===== src/rtl/mem_bus_ctrl.sv =====
// -----------------------------------------------------------------------------
// mem_bus_ctrl
// Single-outstanding memory bus controller. A request sampled in IDLE latches
// the address, direction and write data, then the block drives a read or
// write strobe until the memory acknowledges or the wait budget runs out.
// A one-cycle done pulse closes every transaction that was not aborted by reset.
//
// Ports
//   clk        : clock, all state changes on the rising edge
//   reset      : synchronous, active-high reset
//   req        : start a transaction (accepted only in IDLE)
//   we         : 1 = write, 0 = read (sampled with req)
//   addr       : transaction address (sampled with req)
//   wdata      : write data (sampled with req)
//   busy       : high while in ACCESS or RESP
//   done       : one-cycle completion pulse
//   err        : timeout flag, meaningful only while done = 1
//   rdata      : last successfully read word
//   mem_addr   : latched address to memory
//   mem_wdata  : latched write data to memory
//   mem_rd     : read strobe
//   mem_wr     : write strobe
//   mem_rdata  : memory read data, valid with mem_ack
//   mem_ack    : memory completion
// -----------------------------------------------------------------------------
module mem_bus_ctrl #(
    parameter int ADDR_W  = 16,
    parameter int DATA_W  = 32,
    parameter int TIMEOUT = 15
) (
    input  logic              clk,
    input  logic              reset,
    input  logic              req,
    input  logic              we,
    input  logic [ADDR_W-1:0] addr,
    input  logic [DATA_W-1:0] wdata,
    output logic              busy,
    output logic              done,
    output logic              err,
    output logic [DATA_W-1:0] rdata,
    output logic [ADDR_W-1:0] mem_addr,
    output logic [DATA_W-1:0] mem_wdata,
    output logic              mem_rd,
    output logic              mem_wr,
    input  logic [DATA_W-1:0] mem_rdata,
    input  logic              mem_ack
);

    // The counter only needs to reach TIMEOUT-1 (the last permitted cycle).
    localparam int CNT_W = (TIMEOUT > 1) ? $clog2(TIMEOUT) : 1;
    localparam logic [CNT_W-1:0] CNT_LAST = CNT_W'(TIMEOUT - 1);

    typedef enum logic [1:0] {
        ST_IDLE   = 2'd0,
        ST_ACCESS = 2'd1,
        ST_RESP   = 2'd2
    } state_t;

    state_t            r_state;
    state_t            w_state_nxt;
    logic              r_we;
    logic              w_we_nxt;
    logic [CNT_W-1:0]  r_cnt;
    logic [CNT_W-1:0]  w_cnt_nxt;
    logic [ADDR_W-1:0] r_mem_addr;
    logic [ADDR_W-1:0] w_mem_addr_nxt;
    logic [DATA_W-1:0] r_mem_wdata;
    logic [DATA_W-1:0] w_mem_wdata_nxt;
    logic [DATA_W-1:0] r_rdata;
    logic [DATA_W-1:0] w_rdata_nxt;
    logic              r_busy;
    logic              w_busy_nxt;
    logic              r_done;
    logic              w_done_nxt;
    logic              r_err;
    logic              w_err_nxt;
    logic              r_mem_rd;
    logic              w_mem_rd_nxt;
    logic              r_mem_wr;
    logic              w_mem_wr_nxt;
    logic              w_last;

    assign w_last = (r_cnt == CNT_LAST);

    // Next-state, datapath and next-output computation.
    always_comb begin
        w_state_nxt     = r_state;
        w_we_nxt        = r_we;
        w_cnt_nxt       = r_cnt;
        w_mem_addr_nxt  = r_mem_addr;
        w_mem_wdata_nxt = r_mem_wdata;
        w_rdata_nxt     = r_rdata;
        w_err_nxt       = 1'b0;

        case (r_state)
            ST_IDLE: begin
                if (req) begin
                    w_mem_addr_nxt  = addr;
                    w_mem_wdata_nxt = wdata;
                    w_we_nxt        = we;
                    w_cnt_nxt       = {CNT_W{1'b0}};
                    w_state_nxt     = ST_ACCESS;
                end else begin
                    w_state_nxt = ST_IDLE;
                end
            end
            ST_ACCESS: begin
                // Ack is checked first so an ack on the last cycle is a success.
                if (mem_ack) begin
                    w_state_nxt = ST_RESP;
                    if (!r_we) begin
                        w_rdata_nxt = mem_rdata;
                    end else begin
                        w_rdata_nxt = r_rdata;
                    end
                end else if (w_last) begin
                    w_state_nxt = ST_RESP;
                    w_err_nxt   = 1'b1;
                end else begin
                    w_cnt_nxt   = r_cnt + CNT_W'(1);
                    w_state_nxt = ST_ACCESS;
                end
            end
            ST_RESP: begin
                w_state_nxt = ST_IDLE;
            end
            default: begin
                w_state_nxt = ST_IDLE;
            end
        endcase

        // Outputs are registered, so they are derived from the next state.
        w_busy_nxt   = (w_state_nxt != ST_IDLE);
        w_done_nxt   = (w_state_nxt == ST_RESP);
        w_mem_rd_nxt = (w_state_nxt == ST_ACCESS) && !w_we_nxt;
        w_mem_wr_nxt = (w_state_nxt == ST_ACCESS) && w_we_nxt;
    end

    // State, datapath and output registers with synchronous reset.
    always_ff @(posedge clk) begin
        if (reset) begin
            r_state     <= ST_IDLE;
            r_we        <= 1'b0;
            r_cnt       <= {CNT_W{1'b0}};
            r_mem_addr  <= {ADDR_W{1'b0}};
            r_mem_wdata <= {DATA_W{1'b0}};
            r_rdata     <= {DATA_W{1'b0}};
            r_busy      <= 1'b0;
            r_done      <= 1'b0;
            r_err       <= 1'b0;
            r_mem_rd    <= 1'b0;
            r_mem_wr    <= 1'b0;
        end else begin
            r_state     <= w_state_nxt;
            r_we        <= w_we_nxt;
            r_cnt       <= w_cnt_nxt;
            r_mem_addr  <= w_mem_addr_nxt;
            r_mem_wdata <= w_mem_wdata_nxt;
            r_rdata     <= w_rdata_nxt;
            r_busy      <= w_busy_nxt;
            r_done      <= w_done_nxt;
            r_err       <= w_err_nxt;
            r_mem_rd    <= w_mem_rd_nxt;
            r_mem_wr    <= w_mem_wr_nxt;
        end
    end

    assign busy      = r_busy;
    assign done      = r_done;
    assign err       = r_err;
    assign rdata     = r_rdata;
    assign mem_addr  = r_mem_addr;
    assign mem_wdata = r_mem_wdata;
    assign mem_rd    = r_mem_rd;
    assign mem_wr    = r_mem_wr;

endmodule


===== config.mk =====
export PLATFORM = sky130hd
export DESIGN_NAME = mem_bus_ctrl
export DESIGN_NICKNAME = d
export VERILOG_FILES = /design/src/rtl/mem_bus_ctrl.sv
export SDC_FILE = /design/constraint.sdc
export NUM_CORES = 1
export LEC_CHECK = 0
export CAP_MARGIN = 30
export CORE_AREA = 2 2 93 95
export CTS_CLUSTER_DIAMETER = 120
export DETAILED_ROUTE_END_ITERATION = 10
export DIE_AREA = 0 0 95 97
export PLACE_DENSITY_LB_ADDON = 0.2
export SLEW_MARGIN = 20
export SYNTH_ARGS = -nofsm -noshare
export SYNTH_HDL_FRONTEND = slang
export SYNTH_SLANG_ARGS = --single-unit

===== constraint.sdc =====
create_clock -name clk -period 5.1 [get_ports clk]
set_clock_uncertainty 0.15 [all_clocks]
set_input_delay 0.765 -clock clk [delete_from_list [all_inputs] [get_ports clk]]
set_output_delay 0.765 -clock clk [all_outputs]
set_load 0.02 [all_outputs]

# --- Word-level counts from Yosys, hierarchy flattened ---
# Index checks and enable logic that the tools add are counted.
word_totals:
  ff_bits: 92
  input_bits: 85
  output_inout_bits: 85
  word_cells: 42
classes:
  n_addsub: 1
  n_eq_ne: 7
  muxes: 11
  bitwise_logic: 2
  n_reduce_logical: 10
op_table:
  columns: ["operator", "n"]
  rows:
  - ["4-bit 2-to-1 mux", 3]
  - ["4-bit case mux with 2 select lines", 1]
  - ["2-bit != test, second input constant", 3]
  - ["4-bit by 1-bit adder with 4-bit output, second input constant", 1]
  - ["2-bit by 1-bit == test with 1-bit output, second input constant", 2]
  - ["4-bit == test, second input constant", 1]
  - ["1-bit 2-to-1 mux", 4]
  - ["2-bit 2-to-1 mux", 2]
  - ["2-bit case mux with 2 select lines", 1]
  - ["4-bit AND reduction", 1]
  - ["2-bit nonzero test", 2]
  - ["3-bit AND reduction", 1]
  - ["3-bit OR reduction", 1]
  - ["2-bit == test, second input constant", 1]
  - ["1-bit logical AND", 2]
  - ["2-bit zero test", 1]
  - ["1-bit inverter", 2]
  - ["2-bit AND reduction", 1]
  - ["1-bit zero test", 1]

# --- Depth between registers and ports, before layout ---
# Gate-level depths: netlist of run 1.
logic_depth:
  ltp_word: 6
  depth_mapped: 5
  ltp_nobuf: 5

# --- Worst setup path after synthesis of run 1 ---
# No wires, ideal clock.
synth_timing:
  kind: "input to register"
  start: "input reset"
  end: "register r_cnt[3]"
  setup_time_ns: 0.059
  arrival_time_ns: 1.600
  required_time_ns: 4.891
  path_slack_ns: 3.291
  cell_stages: 5
  n_path_buf: 2
  cell_sequence: "buf_2 > or3b_1 > buf_2 > nor2b_2 > a221o_1"
synth_rtl:
  columns: ["element", "line", "rtl"]
  rows:
  - ["from (decl)", "32", "input logic reset,"]
  - ["to (signal assigned)", "144", "r_cnt <= {CNT_W{1'b0}};"]
  - ["to (signal assigned)", "156", "r_cnt <= w_cnt_nxt;"]
  - ["to (decl)", "63", "logic [CNT_W-1:0] r_cnt;"]

# --- Final worst setup path of run 1 ---
layout_timing:
  start: "input mem_ack"
  end: "register r_rdata[24] (netlist: rdata[24])"
layout_between:
  elab_chain_len: 1
layout_lines:
  columns: ["element", "line", "rtl"]
  rows:
  - ["from (decl)", "46", "input logic mem_ack"]
  - ["3-bit AND reduction (no line)", null, null]
  - ["to (signal assigned)", "147", "r_rdata <= {DATA_W{1'b0}};"]
  - ["to (signal assigned)", "159", "r_rdata <= w_rdata_nxt;"]
  - ["to (decl)", "69", "logic [DATA_W-1:0] r_rdata;"]
# Every way passes these cells.
# A chain may end at the register's enable or synchronous reset.

==> metrics.txt, run 1 <==
status=complete, no violations; clk sink count=92; die span in x=95 um; Starting Density=0.423; share of cells above drive strength 1=0.106; CP Class=input port to flip-flop; total gr overflow=0; Setup crit start kind=input port; r2r startpoint=r_cnt[0]$_SDFFE_PP0P_; total CTS buffers=9; hold_ws=0.307 ns; RSZ-0062 raised after global routing=false; distinct cell type count after synthesis=31; Rows=33; area grow syn2layout=54.7%; drt initial violations=114; sequential area share after synthesis=0.535; post-CTS sizing=0; clock latency on the worst-skew pair=0.35 ns; DP HPWL=6130 um; Post-DRT Antenna Nets=0; max capacitance violation total=0; Setup crit start=mem_ack; Pwr Density=281 mW/mm2; CP Max Fanout=20; via/cell ratio=4.76; setup bufs post-CTS=0; drt drc=0; All-Layer GR Usage=0.188; final hold violations=0; first-pass iteration count of the detailed router=6; pin count of the biggest net entering global routing=52; highest-delay cell along the critical path=clkdlybuf4s50_1; most frequent cells in the layout=clkdlybuf4s50_1 (168), nand2_1 (142), dfxtp_1 (92); Async S/R FF share, synth=0; Cell Area, Synth=0.00344 mm2; Final Cycle Share=0.448; H-tree depth=3; Rel. slew slack=0.609; first-pass GRT wire length=14000 um; CP max stage delay=0.60 ns; DIE HEIGHT=97 um; Critical Path End=rdata[24]$_SDFFE_PP0P_; commonest non-fill, non-tap cell in the layout=clkdlybuf4s50_1; PortBufs=169; routability cong.=0.798; number of synthesized flops with an enable pin=0; CTS root buf=clkbuf_8; non-filler cells, final=673; I/O pin total=170; Die Area=0.00922 mm2; Worst-Margin Slew=0.587 ns; Slew Limit Fails=0; WL final=8670 um; P_leak=1.89 nW; Yosys warning count=0; Reg clk slew, reported paths=0.10 ns; Syn Inst Count=406; post-synth top area share=0.535; synthesis-stage register bit count=92; Routed WL per cell=12.9 um; Hold Path Depth=2; min-delay worst type=flip-flop to flip-flop; # fillers=733; Final setup viols=0; total power=1.50 mW; flop2flop setup slack=3.35 ns; Buf+Inv Stages, Crit Path=2; Vias=3201; RR Endpoint=r_cnt[1]$_SDFFE_PP0P_; CTS tree=built; Nets=650; Stages on worst setup path=5; top_reg_cell synth=dfxtp_1; FF-to-FF path depth=5; Max Root-Sink Buffers=2; CP top delay family=buffers and inverters; Inst Count DP=655; Hold Buf Count CTS=0; Ant. Diodes=0; setup tns final=0 ns; Area contributors post-synth=dfxtp_1 (54%), nand2_1 (15%), a21oi_1 (11%); initial antenna violation count=0; fmax=437 MHz; vias in the first global route=3061; Cell Chain, Critical Path=clkdlybuf4s50_1, and4bb_1, buf_8, nand2_1, a21oi_1; Synthesized Nets=493; peak supply drop=144 uV; area leader, netlist=dfxtp_1; worst path arrival time=2.41 ns; Mean Syn Cell Area=8.47 um2; Core Region=0.00813 mm2; CP endpoint kind=flip-flop; minimum clock period=2.29 ns; Worst EP required=5.23 ns
==> worst min-delay path, stage by stage, from the launching register on <==
cell	delay (ns)
dfxtp_1	0.32
nand2_1	0.05
a21oi_1	0.05
==> through the flow <==
stage	utilization	setup slack (ns)	cell area [um2]
final	0.655	2.81	5320
after global routing	0.655	2.69	5320
after CTS	0.650	2.41	5290
after detailed placement	0.628	2.03	5110
after global placement	0.626	2.05	5090
after floorplan	-	3.29	3440
==> final cells by class <==
cell class / count / area (um2) / area share
Sequential cell: 92 / 1840 / 0.346
Timing Repair Buffer: 176 / 1770 / 0.333
Multi-Input combinational cell: 282 / 1400 / 0.263
Tap cell: 105 / 131 / 0.0247
Clock buffer: 10 / 128 / 0.0240
Clock inverter: 6 / 47.5 / 0.00893
Inverter: 2 / 7.51 / 0.00141
==> state kept, by name, indices dropped and copies added, names as in the netlist, 2 cells and up <==
signal,cells
mem_wdata,32
rdata,32
mem_addr,16
r_cnt,4
r_state,2
==> routing by layer <==
metal	global-route usage	up-vias	routed length, um
li1	-	1628	-
met1	0.229	1461	3720
met2	0.318	107	4110
met3	0.0685	5	795
met4	0.0368	0	48
met5	0	-	0
==> synth_stat cells, types with 2 or more instances <==
| library cell | instances |
|---|---|
| inv_1 | 2 |
| clkbuf_1 | 8 |
| a21oi_1 | 74 |
| buf_4 | 3 |
| a21oi_2 | 11 |
| buf_2 | 12 |
| or3b_1 | 2 |
| nor3_1 | 2 |
| nand3_1 | 4 |
| nor2_1 | 7 |
| dfxtp_1 | 92 |
| buf_6 | 6 |
| nor2b_1 | 4 |
| nand2_1 | 142 |
| ha_1 | 2 |
| nand2_2 | 20 |
==> worst min-delay path by stage <==
stage,start,to,slack (ns)
2_1_floorplan,r_we$_SDFF_PP0_,r_we$_SDFF_PP0_,0.32
3_3_place_gp,mem_wdata[18]$_SDFFE_PP0P_,mem_wdata[18]$_SDFFE_PP0P_,0.29
3_5_place_dp,mem_addr[1]$_SDFFE_PP0P_,mem_addr[1]$_SDFFE_PP0P_,0.30
4_1_cts,mem_addr[1]$_SDFFE_PP0P_,mem_addr[1]$_SDFFE_PP0P_,0.31
5_1_grt,mem_wdata[19]$_SDFFE_PP0P_,mem_wdata[19]$_SDFFE_PP0P_,0.32
6_report,mem_addr[1]$_SDFFE_PP0P_,mem_addr[1]$_SDFFE_PP0P_,0.31
==> cells by family (layout without fill, tap and decap cells) <==
group	after synthesis	count (layout)	share of synthesized area
compound gates	91	91	0.154
fa+ha+maj	2	2	0.00727
buf+inv	32	194	0.0604
flops	92	92	0.535
mux	1	1	0.00327
simple gates	188	188	0.240
==> where the power goes <==
group	total [mW]	switching (mW)	internal [mW]
registers	0.774	0.0198	0.754
clock network	0.434	0.252	0.182
logic	0.287	0.139	0.149
No activity file was read; power rests on OpenSTA's default activity.
==> run 2, diff against run 1 <==
- CORE_AREA: 2 2 93 95 -> 2 2 101 103
- DIE_AREA: 0 0 95 97 -> 0 0 103 105
- clock period: 5.1 -> 2.1 ns (I/O delays scaled with it)
==> run 2 against run 1 <==
Net effect: critical path type is now flip-flop to output port; sequential power grew 140%; sequential share of layout area shrank 0.72 points; critical path depth shrank 4; power grew to 2.6 times the previous value; clock-buffer cell count is the same; highest routed layer unchanged; largest cell class unchanged; sequential cell count is the same; global-route usage shrank 2.1 points; combinational power grew 150%; routed wire length grew 7.9%; core utilization shrank 9.1 points; register-to-register slack lost 2.9 ns; via count grew 1.1%; critical endpoint is now mem_wdata[10].
==> metrics.txt, run 2 (synthesis results as in run 1) <==
Routed WL per cell=13.2 um (was 12.9 um); grt met2 use=0.296 (was 0.318); DP HPWL=6810 um (was 6130 um); highest-delay cell along the critical path=clkdlybuf4s50_1 (unchanged); Max Root-Sink Buffers=2 (unchanged); Worst-Margin Slew=0.477 ns (was 0.587 ns); Post-DRT Antenna Nets=0 (unchanged); Rel. slew slack=0.682 (was 0.609); min-delay worst type=input port to flip-flop (was flip-flop to flip-flop); Die Area=0.0108 mm2 (was 0.00922 mm2); Pwr Density=724 mW/mm2 (was 281 mW/mm2); peak supply drop=310 uV (was 144 uV); FF-to-FF path depth=5 (unchanged); Slew Limit Fails=0 (unchanged); RR Endpoint=r_cnt[1]$_SDFFE_PP0P_ (unchanged); vias in the first global route=3030 (was 3061); total power=3.94 mW (was 1.50 mW); status=complete, no violations (unchanged); GR Util met1=0.192 (was 0.229); final hold violations=0 (unchanged); CP max stage delay=0.62 ns (was 0.60 ns); flop2flop setup slack=0.44 ns (was 3.35 ns); DIE HEIGHT=105 um (was 97 um); Cell Chain, Critical Path=clkdlybuf4s50_1 (was clkdlybuf4s50_1, and4bb_1, buf_8, nand2_1, a21oi_1); most frequent cells in the layout=clkdlybuf4s50_1 (168), nand2_1 (142), dfxtp_1 (92) (unchanged); # fillers=912 (was 733); routability cong.=0.783 (was 0.798); worst path arrival time=1.32 ns (was 2.41 ns); Worst Hold Path EP=mem_wdata[13]$_SDFFE_PP0P_ (was mem_addr[1]$_SDFFE_PP0P_); initial antenna violation count=0 (unchanged); Vias=3236 (was 3201); area grow syn2layout=58.0% (was 54.7%); commonest non-fill, non-tap cell in the layout=clkdlybuf4s50_1 (unchanged); WL final=9350 um (was 8670 um); via/cell ratio=4.58 (was 4.76); All-Layer GR Usage=0.167 (was 0.188); CP endpoint kind=output port (was flip-flop); Final setup viols=0 (unchanged); placed cell areas=0.00520 mm2 (was 0.00511 mm2); setup bufs post-CTS=0 (unchanged); global routing's busiest layer=met2 (unchanged); total CTS buffers=9 (unchanged); drt initial violations=99 (was 114); CP Max Fanout=2 (was 20); drt drc=0 (unchanged); post-CTS sizing=0 (unchanged); Hold Path Depth=2 (unchanged); clk sink count=92 (unchanged); pin count of the biggest net entering global routing=47 (was 52); r2r startpoint=r_cnt[0]$_SDFFE_PP0P_ (unchanged); CP top delay family=buffers and inverters (unchanged); I/O pin total=170 (unchanged); Setup crit start kind=flip-flop (was input port); share of cells above drive strength 1=0.115 (was 0.106); H-tree depth=3 (unchanged); minimum clock period=1.79 ns; Nets=655 (was 650); Reg clk slew, reported paths=0.09 ns (was 0.10 ns); die span in x=103 um (was 95 um); Ant. Diodes=0 (unchanged); Hold Buf Count CTS=0 (unchanged); RSZ-0062 raised after global routing=false (unchanged); clock latency on the worst-skew pair=0.34 ns (was 0.35 ns); Core Region=0.00964 mm2 (was 0.00813 mm2); max capacitance violation total=0 (unchanged); total gr overflow=0 (unchanged); hold path start=reset (was mem_addr[1]$_SDFFE_PP0P_); CTS tree=built (unchanged); Buf+Inv Stages, Crit Path=1 (was 2); Layout Cell Area excl Fill=0.00544 mm2 (was 0.00532 mm2); Worst EP required=1.63 ns (was 5.23 ns); PortBufs=169 (unchanged); CP Class=flip-flop to output port (was input port to flip-flop); fmax=560 MHz; setup tns final=0 ns (unchanged); P_leak=1.94 nW (was 1.89 nW); CTS root buf=clkbuf_8 (unchanged); first-pass GRT wire length=14300 um (was 14000 um); Final Cycle Share=0.851; Rows=36 (was 33); GRT met3 Usage=0.0395 (was 0.0685); Starting Density=0.357 (was 0.423); first-pass iteration count of the detailed router=5 (was 6)
[run 2: how the worst max path moves through the flow]
stage                                     startpoint                   endpoint  slack [ns]  depth (start not counted)
after floorplan                r_cnt[0]$_SDFFE_PP0P_      r_cnt[3]$_SDFFE_PP0P_        0.49                          5
after global placement                           req   mem_addr[8]$_SDFFE_PP0P_        0.11                          5
after detailed placement                         req  mem_wdata[3]$_SDFFE_PP0P_        0.07                          5
after CTS                 mem_wdata[10]$_SDFFE_PP0P_              mem_wdata[10]        0.29                          1
after global routing        mem_addr[3]$_SDFFE_PP0P_                mem_addr[3]        0.25                          1
final                     mem_wdata[10]$_SDFFE_PP0P_              mem_wdata[10]        0.31                          1
[run 2: metal layers]
metal | vias to the layer above | wire length (um)
li1 | 1640 | -
met1 | 1477 | 3780
met2 | 102 | 4760
met3 | 17 | 633
met4 | 0 | 168
met5 | - | 0
[run 2: power breakdown]
part           internal [mW]  total [mW]  leakage [nW]  switching (mW)
Clock                  0.714        1.34         0.113           0.630
Combinational          0.367       0.711          1.07           0.344
Sequential              1.83        1.88         0.752          0.0483
[run 2: layout make-up]
class	instances	area [um2]	area share
sequential	92	1840	0.339
timing repair buffer	181	1790	0.330
multi-input combinational	282	1400	0.257
tap	133	166	0.0306
clock buffer	10	138	0.0253
clock inverter	6	93.8	0.0173
inverter	2	7.51	0.00138
[run 2: stage by stage]
step,setup slack [ns],utilization,hold WS [ns],instances
final,0.313,0.564,0.164,706
after global routing,0.254,0.564,0.165,706
after CTS,0.285,0.564,0.155,706
after detailed placement,0.0651,0.540,0.296,690
after global placement,0.107,0.540,0.290,690
after floorplan,0.485,-,0.243,406
==> run 3, diff against run 2 <==
- SETUP_SLACK_MARGIN: unset -> 0.3
- SLEW_MARGIN: 20 -> unset
==> run 3 against run 2 <==
Net effect: first-iteration DRC count shrank 27%; via count decreased by 0.74%; non-clock buffer count is the same; routed wire length rose by 0.93%; core utilization is 1.2 points higher; power fell by 0.63%; sequential share of layout area is 0.69 points lower; critical path depth unchanged; die area unchanged; setup slack better by 0.021 ns; sequential cell count unchanged; combinational power fell by 3.1%; critical path type unchanged; critical endpoint is now rdata[9].
==> metrics.txt, run 3 (synthesis results as in run 1) <==
setup bufs post-CTS=0 (unchanged); dpl ws=0.0651 ns (unchanged); Hold Path Depth=2 (unchanged); Final setup viols=0 (unchanged); CP max stage delay=0.62 ns (about the same); pin count of the biggest net entering global routing=47 (unchanged); r2r startpoint=r_cnt[0]$_SDFFE_PP0P_ (unchanged); Die Area=0.0108 mm2 (unchanged); drt initial violations=72 (was 99); part of the power in combinational logic=0.176 (was 0.181); switching share of power=0.261 (was 0.260); CTS tree=built (unchanged); Post-DRT Antenna Nets=0 (unchanged); Max Root-Sink Buffers=2 (unchanged); area grow syn2layout=61.3% (was 58.0%); die span in x=103 um (unchanged); switching power=1.02 mW (about the same); Slew Limit Fails=0 (unchanged); Cell Chain, Critical Path=clkdlybuf4s50_1 (unchanged); Setup crit start=rdata[9]$_SDFFE_PP0P_ (was mem_wdata[10]$_SDFFE_PP0P_); Worst EP required=1.63 ns (about the same); commonest non-fill, non-tap cell in the layout=nand2_1 (was clkdlybuf4s50_1); minimum clock period=1.77 ns (was 1.79 ns); FF-to-FF path depth=5 (unchanged); GRT met3 Usage=0.0388 (was 0.0395); Reg clk slew, reported paths=0.10 ns (was 0.09 ns); DIE HEIGHT=105 um (unchanged); P_leak=2.91 nW (was 1.94 nW); CP top delay family=buffers and inverters (unchanged); CP Max Fanout=2 (unchanged); WL final=9440 um (was 9350 um); Hold Buf Count CTS=0 (unchanged); Setup crit start kind=flip-flop (unchanged); clock latency on the worst-skew pair=0.34 ns (about the same); grt met2 use=0.298 (was 0.296); DP HPWL=6810 um (unchanged); CTS root buf=clkbuf_8 (unchanged); max capacitance violation total=0 (unchanged); via/cell ratio=4.55 (was 4.58); peak supply drop=310 uV (about the same); drt drc=0 (unchanged); hold path start=reset (unchanged); Nets=655 (unchanged); total power=3.91 mW (was 3.94 mW); status=complete, no violations (unchanged); Rows=36 (unchanged); I/O pin total=170 (unchanged); GR Util met1=0.193 (was 0.192); setup tns final=0 ns (unchanged); fmax=566 MHz (was 560 MHz); RSZ-0062 raised after global routing=false (unchanged); Int Power=2.89 mW (was 2.91 mW); Core Region=0.00964 mm2 (unchanged); global routing's busiest layer=met2 (unchanged); first-pass iteration count of the detailed router=5 (unchanged); Layout Cell Area excl Fill=0.00555 mm2 (was 0.00544 mm2); first-pass GRT wire length=14400 um (was 14300 um); Worst-Margin Slew=0.478 ns (was 0.477 ns); sequential share of power=0.480 (was 0.478); Final Cycle Share=0.841 (was 0.851); final hold violations=0 (unchanged); highest-delay cell along the critical path=clkdlybuf4s50_1 (unchanged); CP Class=flip-flop to output port (unchanged); All-Layer GR Usage=0.167 (about the same); Ant. Diodes=0 (unchanged); Stages on worst setup path=1 (unchanged); CP endpoint kind=output port (unchanged); Rel. slew slack=0.682 (about the same); clk sink count=92 (unchanged); initial antenna violation count=0 (unchanged); worst path arrival time=1.30 ns (was 1.32 ns); Routed WL per cell=13.4 um (was 13.2 um); Vias=3212 (was 3236); Starting Density=0.357 (unchanged); total CTS buffers=9 (unchanged); Pwr Density=705 mW/mm2 (was 724 mW/mm2); Buf+Inv Stages, Crit Path=1 (unchanged); placed cell areas=0.00520 mm2 (unchanged); H-tree depth=3 (unchanged); share of cells above drive strength 1=0.115 (unchanged); vias in the first global route=3022 (was 3030); routability cong.=0.783 (unchanged); PortBufs=169 (unchanged); clock power share=0.344 (was 0.342); min-delay worst type=input port to flip-flop (unchanged); fin worst setup slack=0.334 ns (was 0.313 ns); most frequent cells in the layout=nand2_1 (142), clkdlybuf4s50_1 (99), dfxtp_1 (92) (was clkdlybuf4s50_1 (168), nand2_1 (142), dfxtp_1 (92)); total gr overflow=0 (unchanged)
run 3: metal layers:
layer | share of wire | vias up | wire (um)
met4 | 0.020 | 0 | 191
met5 | 0 | - | 0
met2 | 0.51 | 98 | 4830
met3 | 0.067 | 17 | 634
li1 | - | 1638 | -
met1 | 0.40 | 1459 | 3780
run 3: path summary, 6_finish.rpt:
| check | slack, ns | to |
|---|---|---|
| min reg2reg | 0.30 | rdata[4]$_SDFFE_PP0P_ |
| max reg2reg | 0.44 | r_cnt[3]$_SDFFE_PP0P_ |
| max | 0.33 | rdata[9] |
| min | 0.17 | mem_wdata[13]$_SDFFE_PP0P_ |
run 3: through the flow:
stage	hold WS, ns	cells	utilization
5_1_grt	0.165	706	0.576
6_report	0.167	706	0.576
2_1_floorplan	0.243	406	-
4_1_cts	0.155	706	0.562
3_3_place_gp	0.290	690	0.540
3_5_place_dp	0.296	690	0.540
run 3: power by group through the flow:
stage | clock network (mW) | registers (mW) | logic, mW
2_1_floorplan | 0 | 2.02 | 0.245
3_3_place_gp | 0 | 1.92 | 0.708
3_5_place_dp | 0 | 1.92 | 0.717
4_1_cts | 1.39 | 1.88 | 0.707
5_1_grt | 1.46 | 1.89 | 0.741
6_report | 1.34 | 1.88 | 0.689
run 3: cell type report:
type / instances / area, um2
clock inverter: 6 / 93.8
clock buffer: 10 / 138
tap: 133 / 166
timing repair buffer: 181 / 1900
fill: 889 / 4090
multi-input combinational: 282 / 1400
inverter: 2 / 7.51
sequential: 92 / 1840
run 3: repair_timing:
action / in CTS / in global routing
endpoints found under the hold margin: 0 / 0
setup endpoints to repair: 16 / 53
gates resized for setup: 16 / 53
pin swaps: 0 / 0
